`src/rtl/reset_pkg.sv`:
```
// reset_pkg: sequencer FSM states and counter sizing helper
package reset_pkg;
  typedef enum logic [1:0] {HOLD, SWRST, RELEASE, RUN} state_e;
  function automatic int max(input int a, input int b);
    return a > b ? a : b;
  endfunction
endpackage

```
`src/rtl/reset_sync.sv`:
```
// reset_sync: async-clear, sync-release 1-bit synchroniser with input tied high
module reset_sync #(
  parameter int STAGES = 2
) (
  input  logic clk,
  input  logic reset_n,
  output logic sync_o
);
  logic [STAGES-1:0] sync_q;
  always_ff @(posedge clk or negedge reset_n)
    if (!reset_n) sync_q <= '0;
    else sync_q <= (sync_q << 1) | STAGES'(1);
  assign sync_o = sync_q[STAGES-1];
endmodule

```
`src/rtl/reset_sequencer.sv`:
```
// reset_sequencer: synchronises reset_n and releases per-domain resets in index order
module reset_sequencer
  import reset_pkg::*;
#(
  parameter int NUM_CHANNELS = 4,
  parameter int SYNC_STAGES  = 2,
  parameter int STAGE_DELAY  = 16,
  parameter int MIN_ASSERT   = 8
) (
  input  logic                    clk,
  input  logic                    reset_n,
  input  logic                    sw_rst_req,
  input  logic [NUM_CHANNELS-1:0] hold,
  output logic [NUM_CHANNELS-1:0] rst_n_out,
  output logic                    busy,
  output logic                    done
);
  localparam int CW = $clog2(max(STAGE_DELAY, MIN_ASSERT) + 1);
  localparam int IW = $clog2(NUM_CHANNELS + 1);
  state_e state_q, state_d;
  logic [CW-1:0] cnt_q, cnt_d;
  logic [IW-1:0] idx_q, idx_d;
  logic [NUM_CHANNELS-1:0] rst_q, rst_d, sel;
  logic sync, due, go, last;
  // the state register forms the final synchroniser stage, so the chain is one shorter
  reset_sync #(.STAGES(SYNC_STAGES - 1)) u_sync (
    .clk(clk),
    .reset_n(reset_n),
    .sync_o(sync)
  );
  always_ff @(posedge clk or negedge reset_n)
    if (!reset_n) begin
      state_q <= HOLD;
      cnt_q   <= '0;
      idx_q   <= '0;
      rst_q   <= '0;
    end else begin
      state_q <= state_d;
      cnt_q   <= cnt_d;
      idx_q   <= idx_d;
      rst_q   <= rst_d;
    end
  always_comb begin
    state_d = state_q;
    cnt_d   = cnt_q;
    idx_d   = idx_q;
    rst_d   = rst_q;
    sel     = NUM_CHANNELS'(1) << idx_q;
    due     = int'(cnt_q) + 1 >= STAGE_DELAY;
    go      = due && !(|(hold & sel));
    last    = int'(idx_q) == NUM_CHANNELS - 1;
    if (state_q != HOLD && sw_rst_req) begin
      state_d = SWRST;
      cnt_d   = '0;
      idx_d   = '0;
      rst_d   = '0;
    end else begin
      case (state_q)
        HOLD: state_d = sync ? RELEASE : HOLD;
        SWRST: begin
          state_d = int'(cnt_q) + 1 >= MIN_ASSERT ? RELEASE : SWRST;
          cnt_d   = int'(cnt_q) + 1 >= MIN_ASSERT ? '0 : cnt_q + CW'(1);
          idx_d   = '0;
        end
        RELEASE: begin
          // cnt saturates while a hold stalls the current channel
          state_d = go && last ? RUN : RELEASE;
          rst_d   = go ? rst_q | sel : rst_q;
          idx_d   = go ? idx_q + IW'(1) : idx_q;
          cnt_d   = go ? '0 : (int'(cnt_q) == STAGE_DELAY ? cnt_q : cnt_q + CW'(1));
        end
        default: ;
      endcase
    end
  end
  assign rst_n_out = rst_q;
  assign done      = &rst_q;
  assign busy      = ~done;
endmodule

```
`config.mk`:
```
export PLATFORM = sky130hd
export DESIGN_NAME = reset_sequencer
export DESIGN_NICKNAME = d
export VERILOG_FILES = /design/src/rtl/reset_pkg.sv /design/src/rtl/reset_sync.sv /design/src/rtl/reset_sequencer.sv
export SDC_FILE = /design/constraint.sdc
export NUM_CORES = 1
export LEC_CHECK = 0
export ABC_AREA = 0
export BUFFER_PORTS_ARGS = -buffer_cell sky130_fd_sc_hd__buf_2
export CELL_PAD_IN_SITES_DETAIL_PLACEMENT = 1
export CELL_PAD_IN_SITES_GLOBAL_PLACEMENT = 2
export CORE_MARGIN = 4
export CORE_UTILIZATION = 37
export DETAILED_ROUTE_END_ITERATION = 10
export HOLD_SLACK_MARGIN = 0.15
export MAX_ROUTING_LAYER = met4
export PLACE_DENSITY = 0.83
export REMOVE_ABC_BUFFERS = 1
export SETUP_SLACK_MARGIN = 0.05
export SLEW_MARGIN = 5
export SYNTH_ARGS = -nofsm -noshare
export SYNTH_HDL_FRONTEND = slang
export SYNTH_HIERARCHICAL = 1
export SYNTH_SLANG_ARGS = --single-unit
export TNS_END_PERCENT = 100
```
`constraint.sdc`:
```
create_clock -name clk -period 5.4 [get_ports clk]
set_clock_uncertainty 0.05 [all_clocks]
set_input_delay 0.27 -clock clk [delete_from_list [all_inputs] [get_ports clk]]
set_output_delay 0.27 -clock clk [all_outputs]
set_load 0.005 [all_outputs]
```
* After elaboration in Yosys (flattened, before gate mapping) *
Cells that the tools add are included.

word-level totals
  flip-flop bits (word level) = 15
  input port bits = 7
  output and inout port bits = 6
  logic and storage cells = 51

cells by class
  add/sub/neg operators = 3
  magnitude comparators = 2
  equality and inequality tests = 6
  shift-type cells = 1
  muxes and demuxes = 16
  bitwise operators = 3
  reduce and logical (&&, ||, !) cells = 15

operator list
  operator                                               count
  >= comparator 32 x 6 -> 1 bit (second input constant)  1
  2-to-1 mux 5 bit                                       4
  2-to-1 mux 4 bit                                       3
  one-hot mux 5 bit (2 select lines)                     1
  adder 5 x 1 -> 6 bit (second input constant)           1
  >= comparator 6 x 4 -> 1 bit (second input constant)   1
  2-to-1 mux 2 bit                                       3
  2-to-1 mux 3 bit                                       2
  one-hot mux 2 bit (3 select lines)                     1
  one-hot mux 3 bit (2 select lines)                     1
  AND reduction 2 bit                                    3
  nonzero test 2 bit                                     3
  adder 5 x 1 -> 5 bit (second input constant)           1
  == test 5 bit (second input constant)                  1
  AND 4 bit                                              1
  inequality test 4 bit (second input constant)          1
  bitwise OR 4 bit                                       1
  AND reduction 4 bit                                    1
  nonzero test 4 bit                                     1
  OR reduction 4 bit                                     1
  left shift 1 x 3 -> 4 bit (first input constant)       1
  adder 3 x 1 -> 3 bit (second input constant)           1
  == test 3 bit (second input constant)                  1
  logical AND 1 bit                                      3
  other kinds (8)                                        8

* Depth between registers and ports, before layout *
  depth in word-level cells = 9
  mapped depth = 7

* Hierarchy *
The synthesis kept the hierarchy.

by module, submodules not included
  module           times used  cells an instance  area each (µm²)  sequential area each (µm²)
  reset_sequencer  1           98                 950.9            350.3
  reset_sync       1           2                  28.8             25.0

* Worst setup path before layout *
No wires, ideal clock.

  kind = register to register
  from = reg cnt_q[0]
  to = reg cnt_q[2]
  arrival time = 1.971 ns
  data required time = 5.264 ns
  slack = 3.294 ns
  cell stages (with the launch flop) = 8
  cells stage by stage = dfrtp_1 > inv_1 > ha_1 > inv_1 > a311o_1 > or3b_1 > a221o_2 > o221ai_2

between the ends
  longest elaborated chain between the ends = 6

ends and longest elaborated chain
  element                             RTL line                                      RTL
  from (decl)                         reset_sequencer.sv:21                         logic [CW-1:0] cnt_q, cnt_d;
  from (signal assigned)              reset_sequencer.sv:39                         cnt_q <= cnt_d;
  adder 5 x 1 -> 6 bit                reset_sequencer.sv:49, reset_sequencer.sv:62
  >= comparator 32 x 6 -> 1 bit       reset_sequencer.sv:49                         due = int'(cnt_q) + 1 >= STAGE_DELAY;
  logical AND 1 bit                   reset_sequencer.sv:50                         go = due && !(|(hold & sel));
  2-to-1 mux 5 bit                    reset_sequencer.sv:70                         cnt_d = go ? '0 : (int'(cnt_q) == STAGE_DELAY ? cnt_q : cnt_q + CW'(1));
  one-hot mux 5 bit (2 select lines)  reset_sequencer.sv:58                         case (state_q)
  2-to-1 mux 5 bit                    reset_sequencer.sv:52                         if (state_q != HOLD && sw_rst_req) begin

Several ways; a longest one is shown, not always the timed one. The select of a mux whose other input is x is not followed.
A chain may end at the register's enable or synchronous reset.

* Worst setup path in the final report *
  from = reg cnt_q[0]
  to = reg cnt_q[0]

Same word-level chain as after synthesis.

==> impl_metrics.json <==
{
  "drt_iter0_drc": 9,
  "wl_per_cell_um": 14.90,
  "insertion_delay_ns": 0.28,
  "remaining_drc_errors": 0,
  "crit_arrival_ns": 2.42,
  "multi_input_area_um2": 559.3,
  "cts_buffers": 3,
  "dr.pass1.iters": 2,
  "period_minus_slack_ns": 2.267,
  "grt_usage_pct": 14.58,
  "hold_path_class": "input pin to register",
  "fmax_ghz": 0.4410,
  "synthToLayoutAreaGrowth_pct": 13.67,
  "setup-tns-final_ns": 0,
  "die_area_um2": 3535,
  "ir_drop_v": 0.0001865,
  "portBuffers": 12,
  "avgSynthCellArea_um2": 9.797,
  "ys.warnings.count": 6,
  "grt_max_degree": 16,
  "path_max_fanout": 5,
  "synth_edf_count": 0,
  "regArea_um2": 375.4,
  "hpwl_um": 1803,
  "chipHeight_um": 59.46,
  "num_rows": 18,
  "hold_ws_ns": 0.2920,
  "drive_above_1_share_pct": 20.51,
  "clock-sinks": 15,
  "nFillCells": 295,
  "synth_cells": 100,
  "synth_flop_cell": "dfrtp_1",
  "startpoint_type": "register",
  "dr_total_vias": 788,
  "ios": 13,
  "criticalPathCategory": "register to register",
  "synthDistinctLibCells": 38,
  "hold_buffers": 1,
  "grt_pass1_wl_um": 3726,
  "yosysTopAreaCell": "dfrtp_1",
  "netlist_area_um2": 979.7,
  "start_util_pct": 39.19,
  "fin_cells": 147,
  "cap_violations": 0,
  "antenna_found_initial": 0,
  "layout_commonest_cell": "dfrtp_1",
  "cts_setup_buffers": 0,
  "root_buffer": "clkbuf_4",
  "ant_nets": 0,
  "setup_viol": 0,
  "ys_top_cells_by_area": "dfrtp_1 38%, ha_1 13%, mux2i_1 5.1%, inv_1 4.6%, nand2_1 3.1%",
  "placed_cells": 142,
  "dpl-instance-area_um2": 1077,
  "place_congestion": 0.8425,
  "cts_buffer_depth": 2,
  "async_flop_share_pct": 100.0,
  "required_ns": 5.55,
  "drv_slew": 0,
  "rsz0062_at_grt": "false",
  "ctsResizeCount": 0,
  "cts_tree": "yes",
  "status": "complete, no violations",
  "routed_wl_um": 2190,
  "grt-ovfl-total": 0,
  "grt_pass1_vias": 836,
  "final_cell_mix": "15 x dfrtp_1, 12 x inv_1, 12 x buf_2",
  "power_leakage_nw": 0.5292,
  "die_w_um": 59.46,
  "cellPowerDensity_nw_per_um2": 419.4,
  "htree_levels": 1,
  "via_per_inst": 5.361,
  "cp-end-kind": "register",
  "clk_pin_slew_ns": 0.09,
  "p_total_w": 0.0004671,
  "synth-seq-cells": 15,
  "final_cell_area_um2": 1114,
  "fin_nets": 135,
  "core_area_um2": 2500,
  "finalCritPeriodShare_pct": 41.99,
  "hold_viol": 0,
  "ys_seq_area_share_pct": 38.31,
  "antenna_cells": 0,
  "yosysTopAreaCellShare_pct": 38.31
}
[worst paths after layout]
| kind | from | endpoint | slack, ns | cells past startpoint |
|---|---|---|---|---|
| max in group asynchronous | reset_n | u_sync/sync_o | 4.65 | 2 |
| hold reg to reg | rst_n_out[0] | rst_n_out[0] | 0.49 | 2 |
| hold / removal | sw_rst_req | state_q[0] | 0.29 | 3 |
| setup reg to reg | cnt_q[0] | cnt_q[0] | 3.13 | 7 |
| setup / recovery | cnt_q[0] | cnt_q[0] | 3.13 | 7 |
| min in group asynchronous | reset_n | rst_n_out[3] | 0.38 | 2 |
[cell type report]
type	count	area share [%]
multi-input combinational	73	50.22
clock buffer	4	2.360
timing repair buffer	13	6.292
tap	30	3.371
sequential	15	33.71
inverter	12	4.045
[through the flow]
| stage | setup slack, ns | util (%) |
|---|---|---|
| 2_1_floorplan | 3.294 | - |
| 3_3_place_gp | 3.227 | 43.09 |
| 3_5_place_dp | 3.149 | 43.09 |
| 4_1_cts | 3.120 | 44.54 |
| 5_1_grt | 2.982 | 44.54 |
| 6_report | 3.133 | 44.54 |
[cells by family (layout without fill, tap and decap cells)]
logic type / after synthesis / after routing / synth area share (%)
buffers and inverters: 12 / 29 / 4.597
DFF: 15 / 15 / 38.31
AOI/OAI and AO/OA: 25 / 25 / 20.31
other: 1 / 1 / 0.3828
adders and majority gates: 10 / 10 / 12.77
muxes: 6 / 6 / 6.258
and+or+nand+nor: 31 / 31 / 17.37
[worst max-delay path: stages, from the launching register on]
cell and delay (ns):
dfrtp_1 0.41, inv_1 0.09, ha_1 0.28, inv_1 0.04
a311o_1 0.33, or3b_1 0.38, a221o_2 0.43, mux2i_1 0.18
[synth_stat cells, types with 2 or more instances]
master and number:
dfrtp_1 15, a21oi_1 5, o32ai_1 2, nand2_1 8, nor2_1 6, nor3_1 2
o21ai_0 2, a31oi_1 3, ha_1 10, mux2i_1 5, inv_1 12, nand3_1 2
o2bb2ai_1 2, nand2b_1 2
[metal layers]
metal	track usage (%)	part of all wire, %
met1	17.45	47
met2	24.96	48
met3	2.614	3.8
met4	3.883	0.82
met5	-	0
[state kept, by name (all words and copies together), names as in the netlist]
register       flops
idx_q              3
u_sync/sync_o      1
state_q            2
rst_n_out          4
cnt_q              5
[report_power, final]
group / leakage (nW) / internal (W) / switching [W]
Sequential: 0.200 / 0.000135 / 0.0000209
Clock: 0.0150 / 0.0000286 / 0.0000374
Combinational: 0.315 / 0.0000996 / 0.000145
No activity file was read; power rests on OpenSTA's default activity.
